--- src/rtl/ex_stage_if.sv ---
// Decode-to-execute handshake bundle.
// The decode stage drives an operation; ex_stage answers with id_ready.
interface ex_stage_if;
  logic        id_valid;
  logic        id_ready;
  logic [7:0]  alu_op;
  logic [2:0]  alu_sel;
  logic [31:0] src_data1;
  logic [31:0] src_data2;
  logic [4:0]  wr_addr;
  logic        wr_en;

  modport master (
    output id_valid, alu_op, alu_sel,
    output src_data1, src_data2,
    output wr_addr, wr_en,
    input  id_ready
  );

  modport slave (
    input  id_valid, alu_op, alu_sel,
    input  src_data1, src_data2,
    input  wr_addr, wr_en,
    output id_ready
  );
endinterface

--- src/rtl/ex_stage.sv ---
// Execute stage: logic/shift/move ops with one-cycle result,
// HI/LO registers and a 32-cycle shift-add multiplier.
module ex_stage (
  input  logic        clk,
  input  logic        reset_n,
  ex_stage_if.slave   id,
  output logic        ex_valid,
  output logic        ex_wr_en,
  output logic [4:0]  ex_wr_addr,
  output logic [31:0] ex_wr_data,
  output logic        ex_rewrite_en,
  output logic [4:0]  ex_rewrite_addr,
  output logic [31:0] ex_rewrite_data,
  output logic [31:0] hi,
  output logic [31:0] lo
);

  localparam logic [7:0] OP_AND   = 8'h24;
  localparam logic [7:0] OP_OR    = 8'h25;
  localparam logic [7:0] OP_XOR   = 8'h26;
  localparam logic [7:0] OP_NOR   = 8'h27;
  localparam logic [7:0] OP_SLL   = 8'h7C;
  localparam logic [7:0] OP_SRL   = 8'h02;
  localparam logic [7:0] OP_SRA   = 8'h03;
  localparam logic [7:0] OP_MOVZ  = 8'h0A;
  localparam logic [7:0] OP_MOVN  = 8'h0B;
  localparam logic [7:0] OP_MFHI  = 8'h10;
  localparam logic [7:0] OP_MTHI  = 8'h11;
  localparam logic [7:0] OP_MFLO  = 8'h12;
  localparam logic [7:0] OP_MTLO  = 8'h13;
  localparam logic [7:0] OP_MULT  = 8'h18;
  localparam logic [7:0] OP_MULTU = 8'h19;

  typedef enum logic [1:0] {
    IDLE,
    MUL_BUSY,
    MUL_DONE
  } state_t;

  state_t state, state_nx;

  logic [4:0]  cnt;
  logic [63:0] acc;
  logic [63:0] mcand;
  logic [31:0] mplr;
  logic        neg;

  logic        accept;
  logic        sel_log, sel_sh, sel_mov, sel_mul;
  logic [31:0] a, b;
  logic [4:0]  sh;
  logic [31:0] res;
  logic        known, cond;
  logic        is_mul, mul_sgn;
  logic        mth, mtl;
  logic        wen;
  logic [31:0] mag1, mag2;

  assign id.id_ready = (state == IDLE);
  assign accept      = id.id_valid && id.id_ready;

  assign a  = id.src_data1;
  assign b  = id.src_data2;
  assign sh = id.src_data1[4:0];

  assign sel_log = (id.alu_sel == 3'b001);
  assign sel_sh  = (id.alu_sel == 3'b010);
  assign sel_mov = (id.alu_sel == 3'b011);
  assign sel_mul = (id.alu_sel == 3'b100);

  always_comb begin
    res     = '0;
    known   = 1'b0;
    cond    = 1'b1;
    is_mul  = 1'b0;
    mul_sgn = 1'b0;
    mth     = 1'b0;
    mtl     = 1'b0;
    unique case (1'b1)
      sel_log: begin
        known = 1'b1;
        case (id.alu_op)
          OP_AND:  res = a & b;
          OP_OR:   res = a | b;
          OP_XOR:  res = a ^ b;
          OP_NOR:  res = ~(a | b);
          default: known = 1'b0;
        endcase
      end
      sel_sh: begin
        known = 1'b1;
        case (id.alu_op)
          OP_SLL:  res = b << sh;
          OP_SRL:  res = b >> sh;
          OP_SRA:  res = $unsigned($signed(b) >>> sh);
          default: known = 1'b0;
        endcase
      end
      sel_mov: begin
        case (id.alu_op)
          OP_MOVZ: begin
            res   = a;
            known = 1'b1;
            cond  = (b == '0);
          end
          OP_MOVN: begin
            res   = a;
            known = 1'b1;
            cond  = (b != '0);
          end
          OP_MFHI: begin
            res   = hi;
            known = 1'b1;
          end
          OP_MFLO: begin
            res   = lo;
            known = 1'b1;
          end
          OP_MTHI: mth = 1'b1;
          OP_MTLO: mtl = 1'b1;
          default: ;
        endcase
      end
      sel_mul: begin
        is_mul  = (id.alu_op == OP_MULT) ||
                  (id.alu_op == OP_MULTU);
        mul_sgn = (id.alu_op == OP_MULT);
      end
      default: ;
    endcase
  end

  assign wen = known && cond && id.wr_en &&
               (id.wr_addr != 5'd0);

  // Signed multiply runs on magnitudes; -0x80000000 wraps to 2^31.
  assign mag1 = (mul_sgn && a[31]) ? (~a + 32'd1) : a;
  assign mag2 = (mul_sgn && b[31]) ? (~b + 32'd1) : b;

  always_ff @(posedge clk or negedge reset_n) begin
    if (!reset_n) state <= IDLE;
    else          state <= state_nx;
  end

  always_comb begin
    state_nx = state;
    unique case (state)
      IDLE:     if (accept && is_mul) state_nx = MUL_BUSY;
      MUL_BUSY: if (cnt == 5'd31)     state_nx = MUL_DONE;
      MUL_DONE: state_nx = IDLE;
      default:  state_nx = IDLE;
    endcase
  end

  always_ff @(posedge clk or negedge reset_n) begin
    if (!reset_n) begin
      cnt   <= '0;
      acc   <= '0;
      mcand <= '0;
      mplr  <= '0;
      neg   <= 1'b0;
    end else if (accept && is_mul) begin
      cnt   <= '0;
      acc   <= '0;
      mcand <= {32'd0, mag1};
      mplr  <= mag2;
      neg   <= mul_sgn && (a[31] ^ b[31]);
    end else if (state == MUL_BUSY) begin
      if (mplr[0]) acc <= acc + mcand;
      mcand <= mcand << 1;
      mplr  <= mplr >> 1;
      cnt   <= cnt + 5'd1;
    end
  end

  always_ff @(posedge clk or negedge reset_n) begin
    if (!reset_n) begin
      hi <= '0;
      lo <= '0;
    end else if (state == MUL_DONE) begin
      {hi, lo} <= neg ? (~acc + 64'd1) : acc;
    end else if (accept) begin
      if (mth) hi <= a;
      if (mtl) lo <= a;
    end
  end

  always_ff @(posedge clk or negedge reset_n) begin
    if (!reset_n) begin
      ex_valid   <= 1'b0;
      ex_wr_en   <= 1'b0;
      ex_wr_addr <= '0;
      ex_wr_data <= '0;
    end else if (accept && !is_mul) begin
      ex_valid   <= 1'b1;
      ex_wr_en   <= wen;
      ex_wr_addr <= id.wr_addr;
      ex_wr_data <= res;
    end else begin
      ex_valid   <= 1'b0;
      ex_wr_en   <= 1'b0;
      ex_wr_addr <= '0;
      ex_wr_data <= '0;
    end
  end

  assign ex_rewrite_en   = ex_wr_en;
  assign ex_rewrite_addr = ex_wr_addr;
  assign ex_rewrite_data = ex_wr_data;

endmodule

--- src/flat_wrapper.sv ---
// flat-port wrapper written by rule: the top's interface ports become plain ports
module ex_stage_flat 
  (clk, reset_n, ex_valid, ex_wr_en, ex_wr_addr, ex_wr_data, ex_rewrite_en, ex_rewrite_addr, ex_rewrite_data, hi, lo, id_id_valid, id_alu_op, id_alu_sel, id_src_data1, id_src_data2, id_wr_addr, id_wr_en, id_id_ready);
  ex_stage_if id_i ();
  input  logic clk;
  input  logic reset_n;
  output logic ex_valid;
  output logic ex_wr_en;
  output logic [4:0] ex_wr_addr;
  output logic [31:0] ex_wr_data;
  output logic ex_rewrite_en;
  output logic [4:0] ex_rewrite_addr;
  output logic [31:0] ex_rewrite_data;
  output logic [31:0] hi;
  output logic [31:0] lo;
  input wire logic [$bits(id_i.id_valid)-1:0] id_id_valid;
  input wire logic [$bits(id_i.alu_op)-1:0] id_alu_op;
  input wire logic [$bits(id_i.alu_sel)-1:0] id_alu_sel;
  input wire logic [$bits(id_i.src_data1)-1:0] id_src_data1;
  input wire logic [$bits(id_i.src_data2)-1:0] id_src_data2;
  input wire logic [$bits(id_i.wr_addr)-1:0] id_wr_addr;
  input wire logic [$bits(id_i.wr_en)-1:0] id_wr_en;
  output wire logic [$bits(id_i.id_ready)-1:0] id_id_ready;
  assign id_i.id_valid = id_id_valid;
  assign id_i.alu_op = id_alu_op;
  assign id_i.alu_sel = id_alu_sel;
  assign id_i.src_data1 = id_src_data1;
  assign id_i.src_data2 = id_src_data2;
  assign id_i.wr_addr = id_wr_addr;
  assign id_i.wr_en = id_wr_en;
  assign id_id_ready = id_i.id_ready;
  ex_stage u_core (.clk(clk), .reset_n(reset_n), .id(id_i), .ex_valid(ex_valid), .ex_wr_en(ex_wr_en), .ex_wr_addr(ex_wr_addr), .ex_wr_data(ex_wr_data), .ex_rewrite_en(ex_rewrite_en), .ex_rewrite_addr(ex_rewrite_addr), .ex_rewrite_data(ex_rewrite_data), .hi(hi), .lo(lo));
endmodule
--- config.mk ---
export PLATFORM = sky130hd
export DESIGN_NAME = ex_stage_flat
export DESIGN_NICKNAME = d
export VERILOG_FILES = /design/src/rtl/ex_stage_if.sv /design/src/rtl/ex_stage.sv /design/src/flat_wrapper.sv
export SDC_FILE = /design/constraint.sdc
export NUM_CORES = 1
export LEC_CHECK = 0
export CORE_UTILIZATION = 32
export CTS_CLUSTER_SIZE = 14
export DETAILED_ROUTE_END_ITERATION = 8
export PLACE_DENSITY = 0.46
export SLEW_MARGIN = 20
export SYNTH_ARGS = -nofsm -noshare
export SYNTH_HDL_FRONTEND = slang
export SYNTH_SLANG_ARGS = --single-unit
--- constraint.sdc ---
create_clock -name clk -period 3.83 [get_ports clk]
set_clock_uncertainty 0.1 [all_clocks]
set_input_delay 0.383 -clock clk [delete_from_list [all_inputs] [get_ports clk]]
set_output_delay 0.383 -clock clk [all_outputs]
set_load 0.1 [all_outputs]
==> impl_results.md <==
- Global-route usage over all layers: 0.301
- First-pass GRT wire length: 168 mm
- Drt drc: 31
- Reg-to-reg slack, setup: 230 ps
- Post-synth EDFFs: 0
- Power share of the sequential group: 0.254
- Fillers: 7,555
- Period minus WS final: 3600 ps
- Final setup fails: 0
- Switching share of total power: 0.451
- Synth-to-Final Area Change: 23.6%
- Avg Inst Size Synth: 7.72 µm²
- GP Congestion: 0.940
- Most common cell on crit path: buf_4
- Logic pwr share: 0.529
- Total CTS buffers: 39
- Reg-to-Reg End: u_core.acc[48]
- Final net count: 3,529
- Yosys warning count: 0
- I/O Buffers: 225
- Critical-path cell list: ha_2, fa_2, a211oi_2, o21bai_1, a21oi_2, o211ai_1, buf_4, a311oi_2, buf_4, o21ai_2, buf_4, a21bo_2, a21boi_1, xor2_1, o21ai_0
- Share of cells above drive strength 1: 0.113
- Setup CP Type: register to register
- Pin count of the biggest net entering global routing: 99
- Final period util: 0.941
- Fmax: 277 MHz
- Worst reg2reg startpoint: u_core.mcand[0]
- Max FO, Critical Path: 3
- Sequential-to-total area share from yosys stat: 0.285
- Switching power: 7960 µW
- Fin. Hold Viols: 0
- Crit path required time: 4150 ps
- CTS clk-pin slew, worst paths: 60 ps
- Internal power: 9690 µW
- Crit-path slowest cell: dfrtp_1
- IO Pins: 226
- CTS tree: done
- Syn nets: 3,299
- Leak Pwr: 0.0121 µW
- Via Count: 24,700
- TritonRoute pass-1 iters: 9
- Cell count after synthesis: 3,080
- VDD IR max: 414 µV
- M3 GR Usage: 0.0281
- FF+latch count, synth: 271
- Failing checks: DRC
- Initial Util: 0.325
- Power Dens Cells: 601 nW/µm²
- Slew Viols, Final: 0
- Clock sinks: 271
- Dominant register cell in the synthesized netlist: dfrtp_1
- Vias/cell: 5.74
- Fraction of met2 tracks used by global routing: 0.502
- Antenna Diode Count: 0
- Clk buf depth: 3
- Post-Synthesis Cell Area: 23,800 µm²
- Worst slew pin tran: 1050 ps
- Async SR Flop Fraction: 1.00
- Worst-Skew Late Latency: 580 ps
- Die area: 75,400 µm²
- Top Usage Layer GRT: met2
- Final WL: 114 mm
- CP max stage delay: 400 ps
- Worst setup margin: 226 ps
- Final Power: 17,600 µW
- Clock network power share: 0.217
- RSZ-0062 raised after global routing: no
- CTS Root Cell: clkbuf_16
- Worst Hold Class: primary input to asynchronous set/reset pin
- Initial antenna violation count: 1
- Met1 Usage GRT: 0.408
- FP Rows: 99
- Status: finished with violations
- Utilization after layout: 0.401
- Core Area: 73,200 µm²
- Die X: 275 µm
- Yosys cell types: 79
- Arr. time, crit path: 3930 ps
- DR iter-0 viols: 2,066
- FF-to-FF path depth: 15
- HPWL Detailed: 88.3 mm
- H-tree Lvls: 2
- Wirelength per Cell: 26.5 µm
- Vias in the first global route: 24,400
- Worst slack, placed: -256 ps
- GRT Residual Overflow: 0
- Crit. End Element: register
- Reg area: 6780 µm²
- Area of the multi-input gates: 15,500 µm²
- Max_cap viols: 0
- Die height: 275 µm
- # Post-CTS Setup Buffers: 0
- Worst slew margin: 0.301
- Remaining antenna violation count after routing: 0
- Startpoint Class: register
per-stage QoR:
stage / instance area (µm²) / hold slack [ps] / TNS [ps] / cells
final: 29400 / 291 / 0 / 4300
after global routing: 29400 / 297 / 0 / 4300
after CTS: 29300 / 263 / 0 / 4300
after detailed placement: 28000 / 342 / -876 / 4227
after global placement: 28000 / 330 / -670 / 4227
after floorplan: 23800 / -12.6 / 0 / 3080
power groups by stage:
| stage | clock network [µW] | registers, µW | logic [µW] |
|---|---|---|---|
| after CTS | 3940 | 4470 | 9250 |
| final | 3830 | 4480 | 9340 |
| after detailed placement | 0 | 4510 | 9170 |
| after global routing | 4030 | 4570 | 10300 |
| after global placement | 0 | 4480 | 9230 |
| after floorplan | 0 | 4340 | 6030 |
state kept, by name, summed over array words and instances (netlist names):
name,cells
u_core.acc,64
u_core.mcand,64
u_core.ex_rewrite_data,32
u_core.hi,32
u_core.lo,32
u_core.mplr,32
u_core.cnt,5
u_core.ex_rewrite_addr,5
u_core.state,2
u_core.ex_rewrite_en,1
u_core.ex_valid,1
u_core.neg,1
cells by family (layout without fill, tap and decap cells):
| family | Yosys count | in the layout | share of synthesized area |
|---|---|---|---|
| flip-flops | 271 | 271 | 0.285 |
| XOR/XNOR | 181 | 181 | 0.0667 |
| AO/OA/AOI/OAI | 925 | 925 | 0.233 |
| adder cells (fa/ha/maj) | 135 | 135 | 0.0714 |
| buffers and inverters | 377 | 638 | 0.0658 |
| multiplexers | 170 | 170 | 0.0918 |
| AND/OR/NAND/NOR | 1021 | 1021 | 0.186 |
cells in the final DEF (no fill, tap or decap), types with 9 or more instances in the layout:
cell / netlist / layout
a31oi_1: 77 / 77
nand3_1: 58 / 58
a211o_1: 9 / 9
a21oi_1: 231 / 229
xor2_1: 35 / 35
a211oi_1: 28 / 25
ha_1: 134 / 133
nor4_1: 14 / 13
buf_4: 38 / 212
o22ai_1: 39 / 39
clkbuf_1: 181 / 11
a221oi_1: 9 / 9
o211ai_1: 15 / 15
o21a_1: 12 / 12
o41ai_1: 10 / 10
nand4_1: 28 / 28
a22oi_1: 27 / 27
or3_1: 23 / 23
nor2b_1: 20 / 18
clkdlybuf4s50_1: 0 / 217
mux2i_1: 128 / 128
nand2b_1: 10 / 9
o31ai_1: 42 / 42
a21o_1: 29 / 29
and3_1: 14 / 14
and2_1: 13 / 13
xnor2_1: 146 / 146
nand2_1: 495 / 493
clkbuf_16: 0 / 39
o21ai_1: 11 / 12
o21bai_1: 20 / 20
o21ai_0: 312 / 310
nor2_1: 277 / 274
nor3_1: 36 / 34
dfrtp_1: 271 / 270
mux4_2: 38 / 38
inv_1: 116 / 115
buf_12: 0 / 14
worst max-delay path by stage:
stage | start | endpoint | slack [ps] | cells after the start
5_1_grt | u_core.mcand[6] | u_core.acc[59] | 30 | 14
3_3_place_gp | u_core.mcand[0] | u_core.acc[48] | -220 | 15
4_1_cts | u_core.mcand[0] | u_core.acc[48] | 10 | 15
2_1_floorplan | id_src_data1[1] | u_core.mcand[24] | 110 | 14
6_report | u_core.mcand[0] | u_core.acc[48] | 230 | 15
3_5_place_dp | u_core.mcand[0] | u_core.acc[48] | -260 | 15
worst max-delay path: cells and delay by family, from the launching register on:
kind	cells	cell delay, ps
AOI/OAI and AO/OA	9	1690
adders and majority gates	2	580
buffers and inverters	3	540
DFF	1	400
xor gates and xnor gates	1	160
routing by layer:
layer  vias to the layer above  share of wire
li1                      11300              -
met1                     12300           0.45
met2                       878           0.47
met3                       161          0.051
met4                         2          0.032
met5                         -        0.00013
repair_timing:
action	4_1_cts	5_1_grt
hold buffers	1	0
pin swaps	1	3
hold endpoints to repair	73	0
endpoints found under the setup margin	8	11
gates resized for setup	5	11
cells in the mapped netlist, drive strengths merged (14+ instances only):
cell type  count  area share
a22oi         27      0.0085
xor2          35       0.013
nand3         59       0.013
nor4          16      0.0051
o21ai        323       0.068
ha           134       0.071
or3           23      0.0061
clkbuf       181       0.029
nor3          36      0.0076
xnor2        146       0.054
nand2        495       0.078
dfrtp        271        0.29
a31oi         77       0.020
buf           79       0.019
nor2         277       0.044
o22ai         39       0.010
a21o          29      0.0092
mux4          38       0.036
o211ai        15      0.0047
o21bai        20      0.0063
mux2i        128       0.054
a211oi        28      0.0088
nand4         28      0.0074
nor2b         20      0.0053
a21oi        231       0.049
inv          116       0.018
o31ai         43       0.014
and3          14      0.0037
area by class of cell:
class                      instances  area share
clock inverter                    16     0.00784
inverter                         117      0.0149
timing repair buffer             449       0.139
clock buffer                      56      0.0374
sequential                       271       0.231
tap                              959      0.0408
multi-input combinational       2432       0.529
Note: power is estimated with default switching activity, not from simulation.
